==> config.mk <==
export PLATFORM = sky130hd
export DESIGN_NAME = counter_sweep_ctrl
export DESIGN_NICKNAME = d
export VERILOG_FILES = /design/src/rtl/counter_sweep_ctrl.sv
export SDC_FILE = /design/constraint.sdc
export NUM_CORES = 1
export LEC_CHECK = 0
export BUFFER_PORTS_ARGS = -buffer_cell sky130_fd_sc_hd__buf_2
export CORE_AREA = 4 4 80 82
export CTS_CLUSTER_SIZE = 40
export DETAILED_ROUTE_END_ITERATION = 7
export DIE_AREA = 0 0 84 86
export GPL_TIMING_DRIVEN = 1
export PLACE_DENSITY = 0.57
export SETUP_SLACK_MARGIN = 0.3
export SLEW_MARGIN = 0
export SYNTH_ARGS = -nofsm -noshare
export SYNTH_HDL_FRONTEND = slang
export SYNTH_SLANG_ARGS = --single-unit
==> constraint.sdc <==
create_clock -name clk -period 3.48 [get_ports clk]
set_input_delay 0.348 -clock clk [delete_from_list [all_inputs] [get_ports clk]]
set_output_delay 0.348 -clock clk [all_outputs]
set_load 0.005 [all_outputs]
==> src/rtl/counter_sweep_ctrl.sv <==
// Sequencing controller for a bounded W-bit up/down count: one-shot or ping-pong sweeps between lo and hi.
// Optional hold input is built only when SWEEP_CTRL_HOLD_EN is defined.
module counter_sweep_ctrl #(
  parameter int W = 4
) (
  input  logic         clk,
  input  logic         rst,
  input  logic         start,
  input  logic [1:0]   mode,
  input  logic [W-1:0] lo,
  input  logic [W-1:0] hi,
  input  logic [3:0]   sweeps,
  input  logic         abort,
`ifdef SWEEP_CTRL_HOLD_EN
  input  logic         hold,
`endif
  output logic [W-1:0] q,
  output logic         dir,
  output logic         busy,
  output logic         done,
  output logic         err
);

  typedef enum logic [1:0] {ST_IDLE, ST_UP, ST_DOWN, ST_DONE} state_e;

  state_e       state_q, state_d;
  logic [W-1:0] count_q, count_d;
  logic [W-1:0] lo_q, lo_d, hi_q, hi_d;
  logic [3:0]   sweeps_q, sweeps_d;
  logic [3:0]   sweep_cnt_q, sweep_cnt_d;
  logic         pingpong_q, pingpong_d;
  logic         dir_q, dir_d;
  logic         busy_q, busy_d;
  logic         done_q, done_d;
  logic         err_q, err_d;
  logic         freeze;

`ifdef SWEEP_CTRL_HOLD_EN
  assign freeze = hold;
`else
  assign freeze = 1'b0;
`endif

  always_comb begin
    // NOTE: every signal gets its default first so no path leaves one unassigned and infers a latch.
    state_d     = state_q;
    count_d     = count_q;
    lo_d        = lo_q;
    hi_d        = hi_q;
    sweeps_d    = sweeps_q;
    sweep_cnt_d = sweep_cnt_q;
    pingpong_d  = pingpong_q;
    dir_d       = dir_q;
    err_d       = 1'b0;

    unique case (state_q)
      ST_IDLE: begin
        if (start) begin
          if (lo > hi) begin
            err_d = 1'b1;
          end else begin
            lo_d        = lo;
            hi_d        = hi;
            sweeps_d    = sweeps;
            sweep_cnt_d = '0;
            pingpong_d  = (mode == 2'b10);
            if (mode == 2'b01) begin
              count_d = hi;
              dir_d   = 1'b1;
              state_d = ST_DOWN;
            end else begin
              count_d = lo;
              dir_d   = 1'b0;
              state_d = ST_UP;
            end
          end
        end
      end

      ST_UP: begin
        if (abort) begin
          state_d = ST_IDLE;
        end else if (!freeze) begin
          if (count_q != hi_q) begin
            count_d = count_q + 1'b1;
          end else if (!pingpong_q) begin
            state_d = ST_DONE;
          end else begin
            state_d = ST_DOWN;
            dir_d   = 1'b1;
            if (lo_q != hi_q) count_d = count_q - 1'b1;
          end
        end
      end

      ST_DOWN: begin
        if (abort) begin
          state_d = ST_IDLE;
        end else if (!freeze) begin
          if (count_q != lo_q) begin
            count_d = count_q - 1'b1;
          end else if (!pingpong_q) begin
            state_d = ST_DONE;
          end else begin
            // One round trip ends at the bottom; sweeps of 0 means run until aborted.
            sweep_cnt_d = sweep_cnt_q + 4'd1;
            if (sweeps_q != 4'd0 && sweep_cnt_d == sweeps_q) begin
              state_d = ST_DONE;
            end else begin
              state_d = ST_UP;
              dir_d   = 1'b0;
              if (lo_q != hi_q) count_d = count_q + 1'b1;
            end
          end
        end
      end

      ST_DONE: state_d = ST_IDLE;

      default: state_d = ST_IDLE;
    endcase

    busy_d = (state_d == ST_UP) || (state_d == ST_DOWN);
    done_d = (state_d == ST_DONE);
  end

  // NOTE: sequential state uses non-blocking assignments so every register samples pre-edge values.
  always_ff @(posedge clk) begin
    if (rst) begin
      state_q     <= ST_IDLE;
      count_q     <= '0;
      lo_q        <= '0;
      hi_q        <= '0;
      sweeps_q    <= '0;
      sweep_cnt_q <= '0;
      pingpong_q  <= 1'b0;
      dir_q       <= 1'b0;
      busy_q      <= 1'b0;
      done_q      <= 1'b0;
      err_q       <= 1'b0;
    end else begin
      state_q     <= state_d;
      count_q     <= count_d;
      lo_q        <= lo_d;
      hi_q        <= hi_d;
      sweeps_q    <= sweeps_d;
      sweep_cnt_q <= sweep_cnt_d;
      pingpong_q  <= pingpong_d;
      dir_q       <= dir_d;
      busy_q      <= busy_d;
      done_q      <= done_d;
      err_q       <= err_d;
    end
  end

  assign q    = count_q;
  assign dir  = dir_q;
  assign busy = busy_q;
  assign done = done_q;
  assign err  = err_q;

endmodule
=== Word level (Yosys, flattened, before mapping) ===
Cells that the tools add are included.

* Register bits after elaboration: 27
* Logic and storage cells: 97
* Output and inout bits: 8
* Bits of input ports: 18

* Reduce and logical (&&, ||, !) cells: 11
* Bitwise logic cells: 3
* Equality and inequality tests: 26
* Multiplexer cells: 42
* $lt $le $gt $ge: 1
* Add/subtract/negate cells: 3

{| class="wikitable"
|+ Operator list
! cell !! number
|-
| $mux 4 || 17
|-
| $reduce_and 10->1 || 2
|-
| $mux 2 || 9
|-
| $ne 2x2->1 const B || 9
|-
| $ne 3x3->1 const B || 5
|-
| $mux 1 || 12
|-
| $ne 4x4->1 || 3
|-
| $pmux 4 s3 || 1
|-
| $eq 2x2->1 const B || 5
|-
| $add 4x1->4 const B || 2
|-
| $pmux 2 s4 || 1
|-
| $pmux 4 s2 || 1
|-
| $eq 2x1->1 const B || 3
|-
| $reduce_and 6->1 || 1
|-
| $eq 4x4->1 || 1
|-
| $gt 4x4->1 || 1
|-
| $reduce_bool 4->1 || 1
|-
| $sub 4x1->4 const B || 1
|-
| $not 1->1 || 3
|-
| $pmux 1 s3 || 1
|-
| $reduce_and 3->1 || 1
|-
| $reduce_bool 3->1 || 1
|-
| $reduce_or 3->1 || 1
|-
| $logic_not 2->1 || 1
|-
| 3 further kinds || 3
|}

=== Longest topological paths before layout ===
Gate-level depths: netlist of the first run.

* Depth after elaboration: 10
* Gate-level depth with buffers: 10
* Depth with buffers taken out: 10

=== Worst setup path before layout of the first run ===
OpenSTA, ideal clock, no wires.

* Path kind: input to register
* Start: input port hi[1]
* End: register busy_q (netlist: busy)
* Arrival: 2.015 ns
* Slack: 1.337 ns
* Setup time: 0.128 ns
* Stages: 10
* Buffers on the path: 0
* Data required time: 3.352 ns
* Path through: inv_1 > ha_1 > nor2b_1 > o21a_1 > o31ai_1 > and2_1 > o21ai_0 > o2bb2ai_1 > ha_1 > nor2b_1

* Longest elaborated chain between the ends: 6
* Elaborated cells between the ends (all ways): 7
* Those cells by class: 1 x order compare; 2 x eq/ne; 3 x mux; 1 x reduce/logical

{| class="wikitable"
|+ RTL lines
! item !! line !! RTL
|-
| start, declared || 11 || <nowiki>input logic [W-1:0] hi,</nowiki>
|-
| $gt 4x4->1 * || 59 || <nowiki>if (lo > hi) begin</nowiki>
|-
| $mux 2 * || 59 ||
|-
| $mux 2 * || 58 || <nowiki>if (start) begin</nowiki>
|-
| $pmux 2 s4 * || 56 || <nowiki>unique case (state_q)</nowiki>
|-
| named net state_d[1] || 26 || <nowiki>state_e state_q, state_d;</nowiki>
|-
| $eq 2x1->1 / $eq 2x2->1 (equally long branches) || 123 || <nowiki>busy_d = (state_d == ST_UP) || (state_d == ST_DOWN);</nowiki>
|-
| $logic_or 1x1->1 * || 123 ||
|-
| named net busy_d || 33 || <nowiki>logic busy_q, busy_d;</nowiki>
|-
| end signal, assigned || 150 || <nowiki>busy_q <= busy_d;</nowiki>
|-
| end, declared || 33 ||
|}

Mark *: on every way through the listed nets, which the timed path passes. The rest lies on a longest branch.
A chain may end at the register's enable or synchronous reset.

=== Worst setup path after layout of the first run ===
* Start: register count_q[0] (netlist: q[0])
* End: register busy_q (netlist: busy)

* Longest elaborated chain between the ends: 6
* Elaborated cells between the ends (all ways): 10
* Those cells by class: 4 x eq/ne; 5 x mux; 1 x reduce/logical

{| class="wikitable"
|+ RTL lines
! item !! line !! RTL
|-
| start, declared || 27 || <nowiki>logic [W-1:0] count_q, count_d;</nowiki>
|-
| start signal, assigned || 143 || <nowiki>count_q <= count_d;</nowiki>
|-
| $ne 4x4->1 (on tied branches) || 100, 84 ||
|-
| $mux 2 (on tied branches) || 100, 84 ||
|-
| $mux 2 (on tied branches) || 97, 81 ||
|-
| $pmux 2 s4 * || 56 ||
|-
| named net state_d[0] || 26 ||
|-
| $eq 2x1->1 / $eq 2x2->1 (equally long branches) || 123 ||
|-
| $logic_or 1x1->1 * || 123 ||
|-
| named net busy_d || 33 ||
|}

Marked as above.

==> results of run 1 <==
[layer usage]
| metal | vias up | track usage (%) | wire (um) |
|---|---|---|---|
| met3 | 4 | 1.73 | 116 |
| met1 | 797 | 17.5 | 2270 |
| met4 | 0 | 4.39 | 49 |
| met2 | 23 | 22.5 | 2180 |
| met5 | - | 0 | 0 |
| li1 | 887 | - | - |
[cell type report]
class | count | area (um2) | share of cell area (%)
Multi-Input combinational cell | 188 | 1270 | 59.4
Sequential cell | 27 | 541 | 25.3
Clock inverter | 1 | 5.00 | 0.234
Timing Repair Buffer | 26 | 133 | 6.20
Inverter | 15 | 56.3 | 2.63
Clock buffer | 3 | 41.3 | 1.93
Tap cell | 75 | 93.8 | 4.39
[cell families (layout without fill, tap and decap cells)]
group / Yosys count / in the layout
compound gates: 79 / 79
xor+xnor: 23 / 23
fa+ha+maj: 13 / 13
buf+inv: 28 / 45
flops: 27 / 27
mux: 5 / 5
simple gates: 68 / 68
[power by group through the flow]
stage | clock (mW) | combinational (mW) | sequential [mW]
2_1_floorplan | 0 | 0.297 | 0.363
3_5_place_dp | 0 | 0.355 | 0.384
6_report | 0.186 | 0.354 | 0.376
3_3_place_gp | 0 | 0.354 | 0.383
5_1_grt | 0.208 | 0.400 | 0.383
4_1_cts | 0.194 | 0.357 | 0.377
[cells in the mapped netlist (all sizes together) (3+ instances only)]
library cell | n | area [um2]
nor4 | 3 | 48.8
mux2i | 5 | 50.1
nand3 | 7 | 40.0
xnor2 | 12 | 105
buf | 3 | 27.5
nor2b | 5 | 31.3
nor2 | 11 | 41.3
o21ai | 28 | 140
and2 | 3 | 18.8
xor2 | 11 | 104
ha | 13 | 163
dfxtp | 27 | 541
nand2 | 31 | 116
nor3 | 3 | 26.3
a41oi | 3 | 26.3
a21oi | 23 | 115
inv | 14 | 52.6
clkbuf | 10 | 37.5
[registers in the layout (all words and copies together) (netlist names)]
name and cells:
state_q 2, done 1, sweeps_q 4, q 4
sweep_cnt_q 4, err 1, dir 1, lo_q 4
pingpong_q 1, hi_q 4, busy 1
[final timing paths]
path	to	slack, ns	cells past startpoint	start
worst max-delay path	busy$_SDFF_PP0_	1.11	8	q[0]$_SDFFE_PP0P_
worst min-delay path	sweeps_q[3]$_SDFFE_PP0P_	0.29	3	sweeps[3]
worst max register to register	busy$_SDFF_PP0_	1.11	8	q[0]$_SDFFE_PP0P_
worst min register to register	dir$_SDFFE_PP0P_	0.47	2	dir$_SDFFE_PP0P_
[worst max-delay path, cell delays in order, from the launching register on]
cell and delay [ns]:
dfxtp_1 0.58, xor2_1 0.17, nor4_4 0.47, o21ai_0 0.16, a221o_1 0.32, nand2_1 0.10, nand2_1 0.06, ha_1 0.27
nor2b_1 0.12
==> metrics.cfg, run 1 <==
[drt]
drt_first_iter_violations = 98
drc = 0
dr.pass1.iters = 5
vias_per_cell = 5.11
vias = 1711
drt-total-wl_um = 4620
wl_per_cell_um = 13.8
ant_nets = 0

[placement]
dp.cells = 331
gp_congestion = 0.817
placed_area_um2 = 2090
place_ws_ns = 1.03
dp_hpwl_um = 3620
io_buffer_count = 25

[grt]
grt_max_degree = 26
grt_first_pass_wirelength_um = 7790
antenna_found_initial = 0
grt_use_total_pct = 13.3
grt_pass1_vias = 1616
grt_overflow = 0

[finish]
stdcell_area_um2 = 2140
syn_to_final_growth_pct = 10.8
final_cell_mix = nand2_1 (31), dfxtp_1 (27), o21ai_0 (25), buf_2 (25), a21oi_1 (23)
fin_util_pct = 37.2
stdcell_count = 335
final_layout_size_suffix_gt1_share_pct = 13.8
mostFrequentLayoutCell = nand2_1
fill_cells = 654
fin_nets = 292
antenna_cells = 0

[synthesis]
synth_edf_count = 0
synth-simple-area-share_pct = 18.5
syn_area_per_cell_um2 = 7.95
synthAdderAreaFrac_pct = 8.42
syn_nets = 274
mappedNetlistArea_um2 = 1930
synth-async-reset-ratio_pct = 0
synth-compound-area-share_pct = 25.5
ys_ff_latch = 27
synth-main-ff-cell = dfxtp_1
synth_mux_area_share_pct = 2.59
synth_top_family_by_area = compound AO/OA/AOI/OAI gates
synthXorXnorAreaFrac_pct = 10.8
synth_cell_types = 47
seq_area_frac_synth_pct = 28.0
ys_warn_count = 0
synthCells = 243

[clock_network]
cts_setup_buffers = 0
clkSlewWorstSetupHoldPaths_ns = 0.10
postCtsHoldBufs = 0
clk_path_buf_depth = 2
cts_tree = yes
clock_tree.root_cell = clkbuf_8
post_cts_resized = 0
insertion_delay_ns = 0.28
cts_buffers = 3
cts_sinks = 27
h-tree-depth = 1

[timing]
fmax_mhz = 422
finalHoldViolations = 0
rsz0062_at_grt = false
drv_slew = 0
setup_violations = 0
relSlewSlack_pct = 63.5
holdWs_ns = 0.290
final.setup.worst_slack_ns = 1.11
finalSetupTns_ns = 0
clock_skew_ns = 0.00883
tightest_slew_ns = 0.541
fin_crit_ns = 2.37
fin_crit_sh_pct = 68.2

[power_and_ir_drop]
seqPwrFrac_pct = 41.1
switching_power_mw = 0.345
sw_frac_of_total_pct = 37.6
irDropWorstVdd_mv = 0.206
p_clk_share_pct = 20.3
p_leak_nw = 0.887
p_comb_share_pct = 38.7
power_density_nw_per_um2 = 428
intPower_mw = 0.571
p_total_mw = 0.916

[setup_path]
arrival_ns = 2.53
crit_path_end_kind = flip-flop
cp.required_ns = 3.63
worstPathMaxFanout = 9
critical_path_class = reg2reg
start_kind = flip-flop

[status]
outcome = finished, final reports clean

[floorplanning]
ios = 26
initial_utilization_pct = 33.6
die_y_um = 86
fp.dieW_um = 84
die_area_um2 = 7220
rows = 28
core_area_um2 = 5750

[flow_run]
max-cap-violations = 0

[hold_path]
hold_class = in2reg

Note: power is estimated with default switching activity, not from simulation.
==> inputs of run 2 (changes only) <==
--- a/config.mk
+++ b/config.mk
@@ -11,7 +11,7 @@
 export DETAILED_ROUTE_END_ITERATION = 7
 export DIE_AREA = 0 0 84 86
 export GPL_TIMING_DRIVEN = 1
-export PLACE_DENSITY = 0.57
+export PLACE_DENSITY = 0.59
 export SETUP_SLACK_MARGIN = 0.3
 export SLEW_MARGIN = 0
 export SYNTH_ARGS = -nofsm -noshare
==> constraint.sdc (replaced) <==
create_clock -name clk -period 1.95 [get_ports clk]
set_input_delay 0.195 -clock clk [delete_from_list [all_inputs] [get_ports clk]]
set_output_delay 0.195 -clock clk [all_outputs]
set_load 0.005 [all_outputs]
==> run 2 against run 1 <==
Against the previous run:
- the flow now finishes with violations (negative setup slack)
- highest routed layer unchanged
- via count up 12%
- critical path depth unchanged
- cell count up 16%
- first-iteration DRC count up 2.0%
- setup slack worse by 1.1 ns
- die area unchanged
- global-route usage up 1.3 points
- sequential cell count unchanged
- sequential share of layout area down 5.2 points
- cell area up 32%
- utilization up 12 points
- combinational power rose to 2.8 times the previous value
==> metrics.cfg, run 2 (same netlist as run 1, synthesis figures left out) <==
[timing]
relSlewSlack_pct = 76.8
fin_crit_sh_pct = 100
fmax_mhz = 511
clock_skew_ns = 0.00349
rsz0062_at_grt = true
setup_violations = 1
fin_crit_ns = 1.96
finalHoldViolations = 0
final.setup.worst_slack_ns = -0.00732
drv_slew = 0
tightest_slew_ns = 0.348
holdWs_ns = 0.149

[clock_network]
clock_tree.root_cell = clkbuf_8
cts_sinks = 27
insertion_delay_ns = 0.27
clkSlewWorstSetupHoldPaths_ns = 0.10
clk_path_buf_depth = 2
cts_buffers = 3
cts_tree = yes
h-tree-depth = 1
postCtsHoldBufs = 0

[placement]
dp_hpwl_um = 3980
placed_area_um2 = 2430
place_ws_ns = -0.242
gp_congestion = 0.807
io_buffer_count = 25

[power_and_ir_drop]
power_density_nw_per_um2 = 706
irDropWorstVdd_mv = 0.297
p_leak_nw = 1.16
p_total_mw = 1.99

[floorplanning]
die_area_um2 = 7220
fp.dieW_um = 84
initial_utilization_pct = 33.6
ios = 26
rows = 28
core_area_um2 = 5750
die_y_um = 86

[status]
outcome = complete, but fails checks
violations = negative setup slack

[setup_path]
worstPathMaxFanout = 3
start_kind = flip-flop
cp.required_ns = 2.11
arrival_ns = 2.12
critical_path_class = reg2reg
rr_worst_depth = 8
crit_path_end_kind = flip-flop

[finish]
final_cell_mix = buf_4 (51), nand2_1 (29), buf_2 (25)
seqCellArea_um2 = 566
antenna_cells = 0
syn_to_final_growth_pct = 45.7
fin_nets = 345
fin_util_pct = 49.0
fill_cells = 580
final_layout_size_suffix_gt1_share_pct = 43.1
multiInputGateArea_um2 = 1510
mostFrequentLayoutCell = buf_4
stdcell_area_um2 = 2820

[hold_path]
hold_path_depth = 3
hold_class = in2reg

[drt]
wl_per_cell_um = 13.4
vias = 1923
ant_nets = 0
vias_per_cell = 4.96
drt_first_iter_violations = 100
dr.pass1.iters = 4
drt-total-wl_um = 5210
drc = 0

[grt]
antenna_found_initial = 0
grt_first_pass_wirelength_um = 8620
grt_use_total_pct = 14.6
grt_max_degree = 25
grt_pass1_vias = 1852
grt_overflow = 0

[flow_run]
max-cap-violations = 0

[run 2: cell count changes in the layout (fill, tap and decap cells not counted), moves of 3 or more]
cell and change:
dfxtp_1 -14, xor2_1 -7, buf_4 +50, a21oi_1 -3, o21ai_0 -11, buf_6 +3, xor2_2 +6, dfxtp_2 +11
o21ai_1 +8, dfxtp_4 +3
[run 2: per-layer routing]
metal / GRT usage [%] / vias to the layer above / part of all wire, %
met5: 0 / - / 0
met4: 4.53 / 0 / 1.8
met3: 2.02 / 8 / 2.6
met2: 24.4 / 34 / 47
met1: 19.5 / 892 / 48
li1: - / 989 / -
[run 2: critical path, stage by stage, from the launching register on]
cell and delay (ns):
dfxtp_4 0.39, xor2_4 0.19, nor4_4 0.34, nor2_1 0.07
o22a_1 0.20, a21oi_2 0.17, o2bb2ai_1 0.08, ha_1 0.28
nor2b_1 0.13
[run 2: layout make-up]
class / count / share of cell area, %
multi-input cells: 188 / 53.7
inverters: 15 / 2.00
repair buffers: 79 / 19.2
clock buffers: 4 / 1.60
flip-flops and latches: 27 / 20.1
well taps: 75 / 3.33
[run 2: timing repair]
action | in CTS | in global routing
pin swaps | 6 | 11
setup buffers | 7 | 5
gates resized for setup | 15 | 48
setup endpoints to repair | 25 | 26
[run 2: path summary, 6_finish.rpt]
path / startpoint / to / slack [ns]
setup / recovery: q[1]$_SDFFE_PP0P_ / busy$_SDFF_PP0_ / -0.007
hold / removal: sweeps[2] / sweeps_q[2]$_SDFFE_PP0P_ / 0.15
setup reg to reg: q[1]$_SDFFE_PP0P_ / busy$_SDFF_PP0_ / -0.007
hold reg to reg: dir$_SDFFE_PP0P_ / dir$_SDFFE_PP0P_ / 0.46
[run 2: through the flow]
step / instances / TNS (ns)
2_1_floorplan: 243 / -0.0489
3_3_place_gp: 372 / -1.70
3_5_place_dp: 372 / -1.98
4_1_cts: 383 / 0
5_1_grt: 388 / -0.264
6_report: 388 / -0.00732
[run 2: power by group]
group | switching (mW) | leakage, nW | internal (mW)
logic | 0.494 | 0.915 | 0.505
registers | 0.0577 | 0.227 | 0.605
clock network | 0.179 | 0.0228 | 0.146
total | 0.731 | 1.16 | 1.26
